## src/rtl/aes_spi_ctrl.sv

```systemverilog
// aes_spi_ctrl: sequences one SPI-fed AES transaction.
// The controller receives a key and then a data block serially from the host.
// It starts the AES core, waits for the core's result, and then shifts that
// result back out to the host serially.
//
// Ports:
//   clk, rst     system clock, asynchronous active-high reset
//   cs           host chip select, active low; one bit moves per clk while low
//   sin          serial input from the host, MSB first
//   sout         serial output to the host, registered, MSB first
//   key_out      key to the AES core, held from one latch to the next
//   block_out    data block to the AES core, held from one latch to the next
//   aes_start    one-cycle start pulse to the AES core
//   aes_done     core result valid, honoured only while waiting for the core
//   aes_result   core output, captured on aes_done
//   ready        high only while idle
//   done         one-cycle pulse after the last result bit has been shifted out
//   err          one-cycle pulse when cs is released in the middle of a receive
module aes_spi_ctrl #(
    parameter int Nk       = 4,
    parameter int datasize = 128
) (
    input  logic                clk,
    input  logic                rst,
    input  logic                cs,
    input  logic                sin,
    output logic                sout,
    output logic [Nk*32-1:0]    key_out,
    output logic [datasize-1:0] block_out,
    output logic                aes_start,
    input  logic                aes_done,
    input  logic [datasize-1:0] aes_result,
    output logic                ready,
    output logic                done,
    output logic                err
);

    localparam int unsigned KEYSIZE = Nk * 32;
    localparam int unsigned RXW     = (KEYSIZE > datasize) ? KEYSIZE : datasize;
    localparam int unsigned CW      = $clog2(RXW) + 1;

    localparam logic [CW-1:0] KEY_LAST  = CW'(KEYSIZE - 1);
    localparam logic [CW-1:0] DATA_LAST = CW'(datasize - 1);
    localparam logic [CW-1:0] TX_LAST   = CW'(datasize);

    typedef enum logic [2:0] {
        IDLE    = 3'd0,
        RX_KEY  = 3'd1,
        RX_DATA = 3'd2,
        RUN     = 3'd3,
        TX      = 3'd4,
        FIN     = 3'd5
    } state_t;

    state_t                state;
    logic [CW-1:0]         cnt;
    // The rx and tx registers leave out the bit that would be shifted away.
    // The incoming bit or the presented bit completes the word, so no register
    // bit goes unread.
    logic [RXW-2:0]        rx;
    logic [datasize-2:0]   tx;
    logic [RXW-1:0]        rx_nxt_c;

    // Receive word including the bit being sampled on this edge.
    assign rx_nxt_c = {rx, sin};

    // Transaction sequencer.
    always_ff @(posedge clk or posedge rst) begin
        if (rst) begin
            state     <= IDLE;
            cnt       <= '0;
            rx        <= '0;
            tx        <= '0;
            key_out   <= '0;
            block_out <= '0;
            sout      <= 1'b0;
            aes_start <= 1'b0;
            done      <= 1'b0;
            err       <= 1'b0;
            ready     <= 1'b1;
        end else begin
            aes_start <= 1'b0;
            done      <= 1'b0;
            err       <= 1'b0;
            case (state)
                IDLE: begin
                    // The first bit of a frame is taken on the edge that leaves IDLE.
                    if (!cs) begin
                        rx    <= rx_nxt_c[RXW-2:0];
                        cnt   <= CW'(1);
                        state <= RX_KEY;
                        ready <= 1'b0;
                    end
                end
                RX_KEY: begin
                    if (cs) begin
                        err   <= 1'b1;
                        cnt   <= '0;
                        state <= IDLE;
                        ready <= 1'b1;
                    end else begin
                        rx <= rx_nxt_c[RXW-2:0];
                        if (cnt == KEY_LAST) begin
                            key_out <= rx_nxt_c[KEYSIZE-1:0];
                            cnt     <= '0;
                            state   <= RX_DATA;
                        end else begin
                            cnt <= cnt + CW'(1);
                        end
                    end
                end
                RX_DATA: begin
                    if (cs) begin
                        err   <= 1'b1;
                        cnt   <= '0;
                        state <= IDLE;
                        ready <= 1'b1;
                    end else begin
                        rx <= rx_nxt_c[RXW-2:0];
                        if (cnt == DATA_LAST) begin
                            block_out <= rx_nxt_c[datasize-1:0];
                            aes_start <= 1'b1;
                            cnt       <= '0;
                            state     <= RUN;
                        end else begin
                            cnt <= cnt + CW'(1);
                        end
                    end
                end
                RUN: begin
                    // A done that coincides with our own start pulse is stale; skip it.
                    if (aes_done && !aes_start) begin
                        tx    <= aes_result[datasize-2:0];
                        sout  <= aes_result[datasize-1];
                        cnt   <= CW'(1);
                        state <= TX;
                    end
                end
                TX: begin
                    // cnt counts the bits presented so far; cs high freezes everything.
                    if (!cs) begin
                        if (cnt == TX_LAST) begin
                            sout  <= 1'b0;
                            done  <= 1'b1;
                            cnt   <= '0;
                            state <= FIN;
                        end else begin
                            sout <= tx[datasize-2];
                            tx   <= {tx[datasize-3:0], 1'b0};
                            cnt  <= cnt + CW'(1);
                        end
                    end
                end
                FIN: begin
                    state <= IDLE;
                    ready <= 1'b1;
                end
                default: begin
                    state <= IDLE;
                    ready <= 1'b1;
                end
            endcase
        end
    end

endmodule

```

## config.mk

```make
export PLATFORM = sky130hd
export DESIGN_NAME = aes_spi_ctrl
export DESIGN_NICKNAME = d
export VERILOG_FILES = /design/src/rtl/aes_spi_ctrl.sv
export SDC_FILE = /design/constraint.sdc
export NUM_CORES = 1
export LEC_CHECK = 0
export ABC_AREA = 0
export CORE_UTILIZATION = 60
export DETAILED_ROUTE_END_ITERATION = 10
export DONT_BUFFER_PORTS = 1
export PLACE_DENSITY_LB_ADDON = 0.05
export REMOVE_ABC_BUFFERS = 1
export SYNTH_ARGS = -nofsm -noshare
export SYNTH_HDL_FRONTEND = slang
export SYNTH_SLANG_ARGS = --single-unit
```

## constraint.sdc

```tcl
create_clock -name clk -period 23.8 [get_ports clk]
set_input_delay 3.57 -clock clk [delete_from_list [all_inputs] [get_ports clk]]
set_output_delay 3.57 -clock clk [all_outputs]
set_load 0.02 [all_outputs]
```

* Word level (Yosys, flattened, before mapping)
Cells that the tools add are included.
** Operators by class
- Eq/ne operators :: 14
- Bitwise logic cells :: 2
- Reductions and logical operators :: 16
- Add/subtract/negate cells :: 1
- Muxes and demuxes :: 35
** Operators with widths (count)
- $mux 127 :: 3
- $pmux 127 s2 :: 1
- $mux 8 :: 6
- $pmux 8 s4 :: 1
- $mux 3 :: 8
- $pmux 3 s5 :: 1
- $mux 1 :: 13
- $reduce_and 3->1 :: 4
- $ne 2x2->1 const B :: 5
- $add 8x1->8 const B :: 1
- $eq 8x7->1 const B :: 1
- $eq 8x8->1 const B :: 1
- $reduce_and 4->1 :: 2
- $eq 3x2->1 const B :: 2
- $ne 3x3->1 const B :: 2
- $reduce_and 6->1 :: 1
- $reduce_bool 4->1 :: 1
- $reduce_or 2->1 :: 2
- $eq 3x1->1 const B :: 1
- $eq 3x3->1 const B :: 1
- $logic_not 3->1 :: 1
- $pmux 1 s3 :: 1
- $reduce_or 3->1 :: 1
- $ne 2x1->1 const B :: 1
- 6 further kinds :: 7
** Word-level totals
- Output and inout port bits :: 261
- Bits in registers :: 526
- Word-level logic and storage cells :: 79
- Input port bits :: 133

* Longest topological paths before layout
Gate-level depths: netlist of run 1.
- Depth in word-level cells :: 4
- Depth in mapped cells :: 10
- Mapped depth without buffers :: 6

* Worst setup path after synthesis of run 1
OpenSTA, ideal clock, no wires.
- Kind :: input-to-reg
- Start point :: in cs
- End point :: reg rx[70]
- Stages :: 6
- Path buffers :: 4
- Library setup time :: 125 ps
- Path slack :: 18575 ps
- Arrival time :: 5100 ps
- Data required time :: 23675 ps
- Cell sequence :: clkbuf_1 > a211oi_1 > clkbuf_1 > clkbuf_1 > buf_2 > mux2_2
** On the way
- Longest elaborated chain between the ends :: 2
** RTL lines
- from (decl) :: RTL line 25 : input logic cs,
- $not 1->1 (no source line)
- $reduce_and 2->1 (no source line)
- to (signal assigned) :: RTL line 89 : rx <= rx_nxt_c[RXW-2:0];
- to (signal assigned) :: RTL line 102 : rx <= rx_nxt_c[RXW-2:0];
- to (signal assigned) :: RTL line 119 : rx <= rx_nxt_c[RXW-2:0];
- to (decl) :: RTL line 60 : logic [RXW-2:0] rx;
No other way between the ends.
A chain may end at the register's enable or synchronous reset.

* Worst setup path after layout of run 1
- Start point :: in cs
- End point :: reg key_out[42]
** On the way
- Longest elaborated chain between the ends :: 2
** RTL lines
- $not 1->1 (no source line)
- $reduce_and 3->1 (no source line)
- to (signal assigned) :: RTL line 104 : key_out <= rx_nxt_c[KEYSIZE-1:0];
- to (decl) :: RTL line 28 : output logic [Nk*32-1:0] key_out,
No other way between the ends.

==> flow_summary.yaml, run 1 <==
layout:
  stdcell_area_mm2: 0.0233
  instances_no_fill: 1952
  seqCellArea_mm2: 0.0132
  n_antenna_cell: 0
  utilization: 0.658
  nets: 1584
  drive_gt1_frac: 0.332
  multi_input_area_mm2: 0.00764
  area_growth_pct: 8.30
  filler_cell_count: 2633
yosys:
  synthMuxAreaShare: 0.276
  synth.most_common_cell: "dfrtp_1"
  synth_fa_ha_area_frac: 0.00116
  synth_ff_type: "dfrtp_1"
  yosysWarnings: 0
  yosysTopAreaCellShare: 0.610
  synth_compound_area_frac: 0.0408
  synth_edf_count: 0
  syn_area_mm2: 0.0216
  syn_inst: 1470
  syn_avg_cell_area_um2: 14.7
  async_reset_ff_frac: 1.00
  yosysSeqAreaShare: 0.611
  ys_top_cells_by_count: "dfrtp_1 (525), mux2_2 (283), o21ai_0 (136)"
  synth_area_leader_cell: "dfrtp_1"
  yosys.area_share.simple: 0.0352
  synth_seq_cells: 526
  ys_types: 46
  yosys-top-cells-area: "dfrtp_1 (61%), mux2_2 (15%), mux2_4 (7.0%)"
  synth_xor_area_frac: 0.000406
  synth_top_family_by_area: "multiplexers"
worst_setup_path:
  r2r-start: "cnt[0]"
  cp_data_arrival_time_ps: 6190
  cp_cell_sequence: "or3_4, nor2_4, buf_4, buf_4, mux2_2"
  endpoint_kind: "flip-flop"
  crit_type: "in2reg"
  worstSetupStartpointType: "input port"
  crit_fanout: 70
  cp.required_ps: 24260
  crit_start: "cs"
  slowest_stage: "buf_4"
  path_buf_inv: 2
  worst_path_largest_cell_delay_ps: 910
  path_common_cell: "buf_4"
  cpLargestDelayFamily: "buffers and inverters"
pwr:
  pwr-share-seq: 0.489
  power.switching_mw: 0.600
  p_leak_nw: 12.2
  p_total_mw: 2.27
  power.density_mw_per_mm2: 97.2
  pwr-share-clk: 0.374
  intPower_mw: 1.67
  p_comb_frac: 0.137
  vdd_ir_drop_max_mv: 0.0714
  switching_share: 0.264
clocking:
  h-tree-depth: 2
  postCtsSetupRepairBufs: 0
  tritoncts: "yes"
  cts-hold-fix-buffers: 0
  root_buffer: "clkbuf_16"
  post_cts_resized: 0
  numCtsBuffers: 53
  clk_path_buf_depth: 3
  clock-sinks: 526
  insertion_delay_ps: 580
  path_clk_slew_ps: 60
place:
  dpl.cell_count: 1855
  dp_slack_ps: 17490
  placed_area_mm2: 0.0215
  port_buffers: 0
  globalplace.congestion: 0.792
  dpl.hpwl_um: 27500
flow_run:
  cap_violations: 0
drt:
  ant_nets: 0
  via_per_inst: 5.71
  drc: 0
  drt-initial-drc-count: 599
  dr.pass1.iters: 4
  wire_per_inst_um: 21.8
  drt_wl_total_um: 42600
  vias: 11138
grt:
  grt_usage: 0.232
  grt_first_pass_wirelength_um: 65300
  grt_start_max_net_pins: 173
  grt_busiest_layer: "met2"
  first_global_vias: 11119
  grt_use_met3: 0.105
  met1_usage: 0.300
  antenna_found_initial: 0
  overflow: 0
  use_met2: 0.344
sta:
  final-max-slew-violation-count: 0
  timing.hold.ws_ps: 475
  setup_viol: 0
  tns_ps: 0
  max_freq_mhz: 174
  skew_ps: 13.8
  tightest_slew_ps: 1020
  maxSlewHeadroom: 0.317
  final.min_clock_period_ps: 5730
  hold_violations: 0
  period_share: 0.241
  fin_ws_ps: 18070
  rsz0062_at_grt: "false"
floorplanning:
  num_rows: 69
  io_pins: 394
  dieArea_mm2: 0.0367
  core_area_mm2: 0.0355
  die_w_um: 192
  initial_utilization: 0.607
  die_height_um: 192
min_path:
  min_path_type: "reg2reg"
  hold_start: "tx[26]"
run_status:
  outcome: "finished clean"
path summary, 6_finish.rpt:
| kind | endpoint | slack [ps] | depth (start not counted) |
|---|---|---|---|
| max | key_out[42] | 18070 | 5 |
| min | tx[26] | 480 | 2 |
| max reg2reg | key_out[42] | 20010 | 8 |
| min reg2reg | tx[26] | 480 | 2 |
| max in group asynchronous | rx[51] | 18600 | 3 |
| min in group asynchronous | tx[105] | 3020 | 1 |
flip-flops by register name, indices dropped and copies added, names as in the netlist, 3 cells and up:
name       flops
key_out      128
block_out    128
tx           127
cnt            8
rx           127
state          3
worst register-to-register path, cell delays in order (launching register included):
cell and delay (ps):
dfrtp_1 390, ha_1 220, nand2_1 110, or3_4 360
or3_4 390, nor2_4 120, buf_4 640, buf_4 1010
mux2_2 460
cell families after synthesis:
| group | Yosys count |
|---|---|
| AOI/OAI and AO/OA | 163 |
| xor gates and xnor gates | 1 |
| adders and majority gates | 2 |
| buffers and inverters | 93 |
| DFF | 526 |
| muxes | 509 |
| and+or+nand+nor | 176 |
power by group through the flow:
stage                     Combinational [mW]  Clock [mW]  Sequential (mW)
after CTS                              0.318       0.869             1.11
final                                  0.312       0.847             1.11
after floorplan                        0.287           0             1.10
after global placement                 0.304           0             1.12
after detailed placement               0.317           0             1.12
after global routing                   0.356       0.903             1.13
layout by cell type, fill, tap and decap left out, types with 2 or more instances in the layout:
cell type,synthesis,layout
a211oi_1,3,2
a21oi_1,9,9
a22o_1,5,5
buf_12,11,2
buf_4,3,11
bufinv_16,0,3
clkbuf_1,40,11
clkbuf_16,0,55
clkbuf_8,11,18
clkinv_2,0,8
dfrtp_1,525,525
ha_1,2,2
inv_1,4,3
mux2_2,283,283
mux2_4,100,100
mux2i_1,126,126
nand2_1,134,134
nand2b_1,2,2
nand3_1,6,6
nor2_1,13,13
nor2b_1,2,2
nor3_1,6,6
o21ai_0,136,136
or3_1,2,2
or3_4,2,2
routing by layer:
metal	wire length [um]	up-vias
li1	-	5107
met1	17200	5645
met2	19500	320
met3	4730	64
met4	1100	2
met5	27	-
area by class of cell:
class | instances | share of cell area
Sequential cell | 526 | 0.564
Multi-Input combinational cell | 851 | 0.327
Clock buffer | 84 | 0.0713
Tap cell | 461 | 0.0247
Clock inverter | 13 | 0.00627
Timing Repair Buffer | 13 | 0.00525
Inverter | 4 | 0.000965
Note: power is estimated with default switching activity, not from simulation.
==> run 2: changes to the inputs <==
- clock period: 23.8 -> 5.92 ns (I/O delays scaled with it)
==> run 2 against run 1 <==
Non-clock buffer count increased by 1. Wire length grew 0.27%. Die area unchanged. Worst setup slack lost 16000 ps. Clock power grew to 3.8 times the previous value. Global-route usage about the same. Cell area shrank 0.51%. Total power increased to 3.9 times the previous value. First-iteration DRC count shrank 6.0%. Worst hold slack got worse by 120 ps.
==> flow_summary.yaml, run 2 (synthesis gave the netlist of run 1 again) <==
run_status:
  outcome: "finished clean"
sta:
  maxSlewHeadroom: 0.264
  setup_viol: 0
  max_freq_mhz: 286
  period_share: 0.591
  final-max-slew-violation-count: 0
  rsz0062_at_grt: "false"
  hold_violations: 0
  tightest_slew_ps: 1100
  tns_ps: 0
  timing.hold.ws_ps: 355
  final.min_clock_period_ps: 3500
  skew_ps: 12.8
grt:
  antenna_found_initial: 0
  grt_first_pass_wirelength_um: 66000
  grt_start_max_net_pins: 159
  first_global_vias: 11284
  grt_usage: 0.232
  overflow: 0
drt:
  via_per_inst: 5.74
  vias: 11177
  drt_wl_total_um: 42800
  wire_per_inst_um: 21.9
  drc: 0
  drt-initial-drc-count: 563
  dr.pass1.iters: 4
  ant_nets: 0
floorplanning:
  dieArea_mm2: 0.0367
  core_area_mm2: 0.0355
  num_rows: 69
  io_pins: 394
  die_w_um: 192
  initial_utilization: 0.607
  die_height_um: 192
clocking:
  postCtsSetupRepairBufs: 0
  root_buffer: "clkbuf_16"
  numCtsBuffers: 51
  clk_path_buf_depth: 3
  insertion_delay_ps: 570
  tritoncts: "yes"
  h-tree-depth: 2
  clock-sinks: 526
  post_cts_resized: 0
  cts-hold-fix-buffers: 0
  path_clk_slew_ps: 60
layout:
  nets: 1583
  layout_common_cells: "dfrtp_1 (525), mux2_2 (283), o21ai_0 (136)"
  n_antenna_cell: 0
  utilization: 0.654
  area_growth_pct: 7.74
  final_common_cell: "dfrtp_1"
  instances_no_fill: 1948
  reg_top3: "block_out (128), key_out (128)"
  drive_gt1_frac: 0.328
pwr:
  p_leak_nw: 12.1
  power.density_mw_per_mm2: 384
  vdd_ir_drop_max_mv: 0.305
worst_setup_path:
  worstSetupStartpointType: "flip-flop"
  r2r-start: "state[2]"
  r2r-end: "tx[68]"
  cp_data_arrival_time_ps: 3930
  crit_type: "reg2reg"
  cp.required_ps: 6350
  r2r_setup_slack_ps: 2420
  crit_fanout: 50
  endpoint_kind: "flip-flop"
  ff2ff_path_depth: 5
place:
  port_buffers: 0
  dpl.cell_count: 1856
  globalplace.congestion: 0.803
  dpl.hpwl_um: 27700
flow_run:
  cap_violations: 0
min_path:
  min_path_type: "in2async"
## run 2: report_power, final
part	internal [mW]	switching, mW
Sequential	4.10	0.360
Combinational	0.552	0.701
Clock	1.85	1.34
Total	6.51	2.40
## run 2: worst max path at each step
stage | cells past startpoint | endpoint | start | slack [ps]
finish | 5 | tx[68] | state[2] | 2420
global route | 5 | tx[28] | state[2] | 2160
CTS | 5 | tx[13] | state[2] | 2450
detailed placement | 5 | tx[15] | state[2] | 2470
global placement | 5 | tx[65] | state[2] | 2540
floorplan | 1 | aes_start | rst | -9660
## run 2: critical path, stage by stage, from the launching register on
cell     delay (ps)
dfrtp_1         560
or3b_4          880
buf_4           670
buf_4           760
mux2i_1         290
o21ai_0          90
## run 2: routing by layer
layer | wire [um] | track usage | vias up | part of all wire
met5 | 0 | 0 | - | 0
met4 | 905 | 0.0614 | 0 | 0.021
met3 | 4730 | 0.100 | 58 | 0.11
met2 | 19700 | 0.356 | 327 | 0.46
met1 | 17400 | 0.302 | 5687 | 0.41
li1 | - | - | 5105 | -
## run 2: final cells by class
| cell class | instances | area (um2) |
|---|---|---|
| repair buffers | 14 | 168 |
| clock buffers | 80 | 1530 |
| clock inverters | 12 | 121 |
| inverters | 4 | 22.5 |
| multi-input cells | 851 | 7640 |
| well taps | 461 | 577 |
| fillers | 2571 | 12300 |
| flip-flops and latches | 526 | 13200 |
## run 2: stage by stage
step                cell area (um2)  total power, mW  worst slack (ps)
CTS                           23200             9.01              2450
floorplan                     20800             5.58             -9660
global route                  23200             9.36              2160
global placement              21600             5.73              2540
finish                        23200             8.91              2420
detailed placement            21600             5.80              2470
==> RTL edit (flow settings as in run 2) <==
Change the parameter `datasize` from 128 to 64.
--- a/src/rtl/aes_spi_ctrl.sv
+++ b/src/rtl/aes_spi_ctrl.sv
@@ -18,7 +18,7 @@
 //   err          one-cycle pulse when cs is released in the middle of a receive
 module aes_spi_ctrl #(
     parameter int Nk       = 4,
-    parameter int datasize = 128
+    parameter int datasize = 64
 ) (
     input  logic                clk,
     input  logic                rst,
Ports: changed (resized aes_result and block_out); port bits go from 394 to 266. The function was not compared with the original's and may differ.
==> RTL edit against run 2 <==
Sequential power down 27%. Synthesized area decreased by 26%. First-iteration DRC count increased by 4.6%. Routed wire length down 35%. Die area decreased by 26%. Core utilization grew 1.4 points. Power fell by 26%. Sequential cell count down 128. Synthesized cell count fell by 28%. Cell area shrank 25%. Hold slack worse by 0.0027 ns. Worst setup slack improved by 0.14 ns. Critical path type unchanged. Highest routed layer unchanged.
==> RTL edit: results (changes against run 2) <==
| Metric | Value |
|---|---|
| Status | `completed (unchanged)` |
| Final wirelength | `27700 um (was 42800 um)` |
| Worst slack at placement | `2.55 ns (was 2.47 ns)` |
| Via/cell ratio | `5.67 (was 5.74)` |
| Switch share | `0.255 (was 0.269)` |
| Placed instance area | `0.0160 mm^2 (was 0.0216 mm^2)` |
| Vias in the first global route | `7906 (was 11300)` |
| FF-to-FF Start | `state[2] (unchanged)` |
| CP Max Fanout | `125 (was 50)` |
| Post-synth cell types | `48 (was 46)` |
| Initial detailed-routing violation count | `589 (was 563)` |
| Post-DP HPWL | `17000 um (was 27700 um)` |
| Post-route clock skew | `0.0175 ns (was 0.0128 ns)` |
| Htree depth | `2 (unchanged)` |
| Post-CTS sizing | `0 (unchanged)` |
| GR Util met1 | `0.279 (was 0.302)` |
| GPL Wtd Cong | `0.770 (was 0.803)` |
| Largest net degree at the start of global routing | `171 (was 159)` |
| Routed vias | `7991 (was 11200)` |
| Ranking of synthesized cells by area | `dfrtp_1 (63%), mux2_2 (19%), mux2_4 (4.6%) (was dfrtp_1 (61%), mux2_2 (15%), mux2_4 (7.0%))` |
| Static Leak | `9.16 nW (was 12.1 nW)` |
| Sequential power share | `0.498 (was 0.501)` |
| CP arrival | `3.70 ns (was 3.93 ns)` |
| Tightest Pin Transition | `1.17 ns (was 1.10 ns)` |
| Avg Cell Area, Syn | `15.0 um^2 (was 14.7 um^2)` |
| Share of cells above drive strength 1 | `0.374 (was 0.328)` |
| Area of the multi-input gates | `0.00555 mm^2 (was 0.00764 mm^2)` |
| P per Cell Area | `378 mW/mm^2 (was 384 mW/mm^2)` |
| Root buffer cell | `clkbuf_16 (unchanged)` |
| Num CTS Buffers | `41 (was 51)` |
| Fin. max-slew vios | `0 (unchanged)` |
| Post-synth top cells | `dfrtp_1 (397), mux2_2 (270), nand2_1 (72) (was dfrtp_1 (525), mux2_2 (283), o21ai_0 (136))` |
| Seq/Total Area, Yosys | `0.627 (was 0.611)` |
| First-pass GRT wire length | `43800 um (was 66000 um)` |
| Fillcell total | `1855 (was 2571)` |
| Nets | `1115 (was 1583)` |
| GRT Util Overall | `0.204 (was 0.232)` |
| Detailed Routing Iterations Pass 1 | `4 (unchanged)` |
| Clk Latency, worst-skew pair | `0.52 ns (was 0.57 ns)` |
| Comb group | `0.808 mW (was 1.25 mW)` |
| Biggest regs | `key_out x128, rx x127, block_out x64 (was block_out x128, key_out x128)` |
| Worst VDD drop | `254 uV (was 305 uV)` |
| Dpl cells | `1336 (was 1856)` |
| Met3 usage | `0.0799 (was 0.100)` |
| M2 GR Usage | `0.306 (was 0.356)` |
==> RTL edit: cell types whose count changed in the layout (fill, tap and decap cells not counted), moves of 8 or more <==
cell              run 2  this run
o21ai_1               0        51
mux2i_1             126        62
nand2_1             134        71
clkbuf_16            51        43
o21ai_0             136        22
dfrtp_1             525       397
mux2_4              100        49
mux2_2              283       270
a21oi_1               9         1
==> RTL edit: worst max-delay path, stage by stage (launching register included) <==
cell and delay (ns):
dfrtp_1 0.59, or3b_4 0.37, buf_4 0.81, nor2_2 0.11
o22ai_4 0.15, buf_4 0.84, o21ai_0 0.24
==> RTL edit: cell families (layout without fill, tap and decap cells) <==
logic type | after synthesis | count (layout) | synth area share
DFF | 398 | 398 | 0.627
AOI/OAI and AO/OA | 94 | 94 | 0.0346
and+or+nand+nor | 112 | 112 | 0.0333
xor gates and xnor gates | 2 | 2 | 0.00110
adders and majority gates | 2 | 2 | 0.00157
buffers and inverters | 67 | 86 | 0.0259
muxes | 381 | 381 | 0.277
==> RTL edit: path summary, 6_finish.rpt <==
check	to	slack, ns	cells past startpoint
setup / recovery	tx[61]	2.57	6
hold / removal	key_out[112]	0.35	1
setup reg to reg	tx[61]	2.57	6
hold reg to reg	tx[54]	0.48	2
max in group asynchronous	block_out[26]	4.23	2
min in group clk	done	0.46	1
==> RTL edit: final cells by class <==
type / count / area share
flip-flops and latches: 398 / 0.573
multi-input cells: 591 / 0.319
clock buffers: 63 / 0.0714
well taps: 335 / 0.0241
repair buffers: 8 / 0.00562
clock inverters: 11 / 0.00497
inverters: 4 / 0.00130
==> RTL edit: metal layers <==
layer | share of wire | vias up | wire length [um]
met2 | 0.46 | 194 | 12800
met1 | 0.43 | 4043 | 11900
li1 | - | 3710 | -
met4 | 0.018 | 0 | 512
met3 | 0.092 | 44 | 2540
met5 | 0 | - | 0
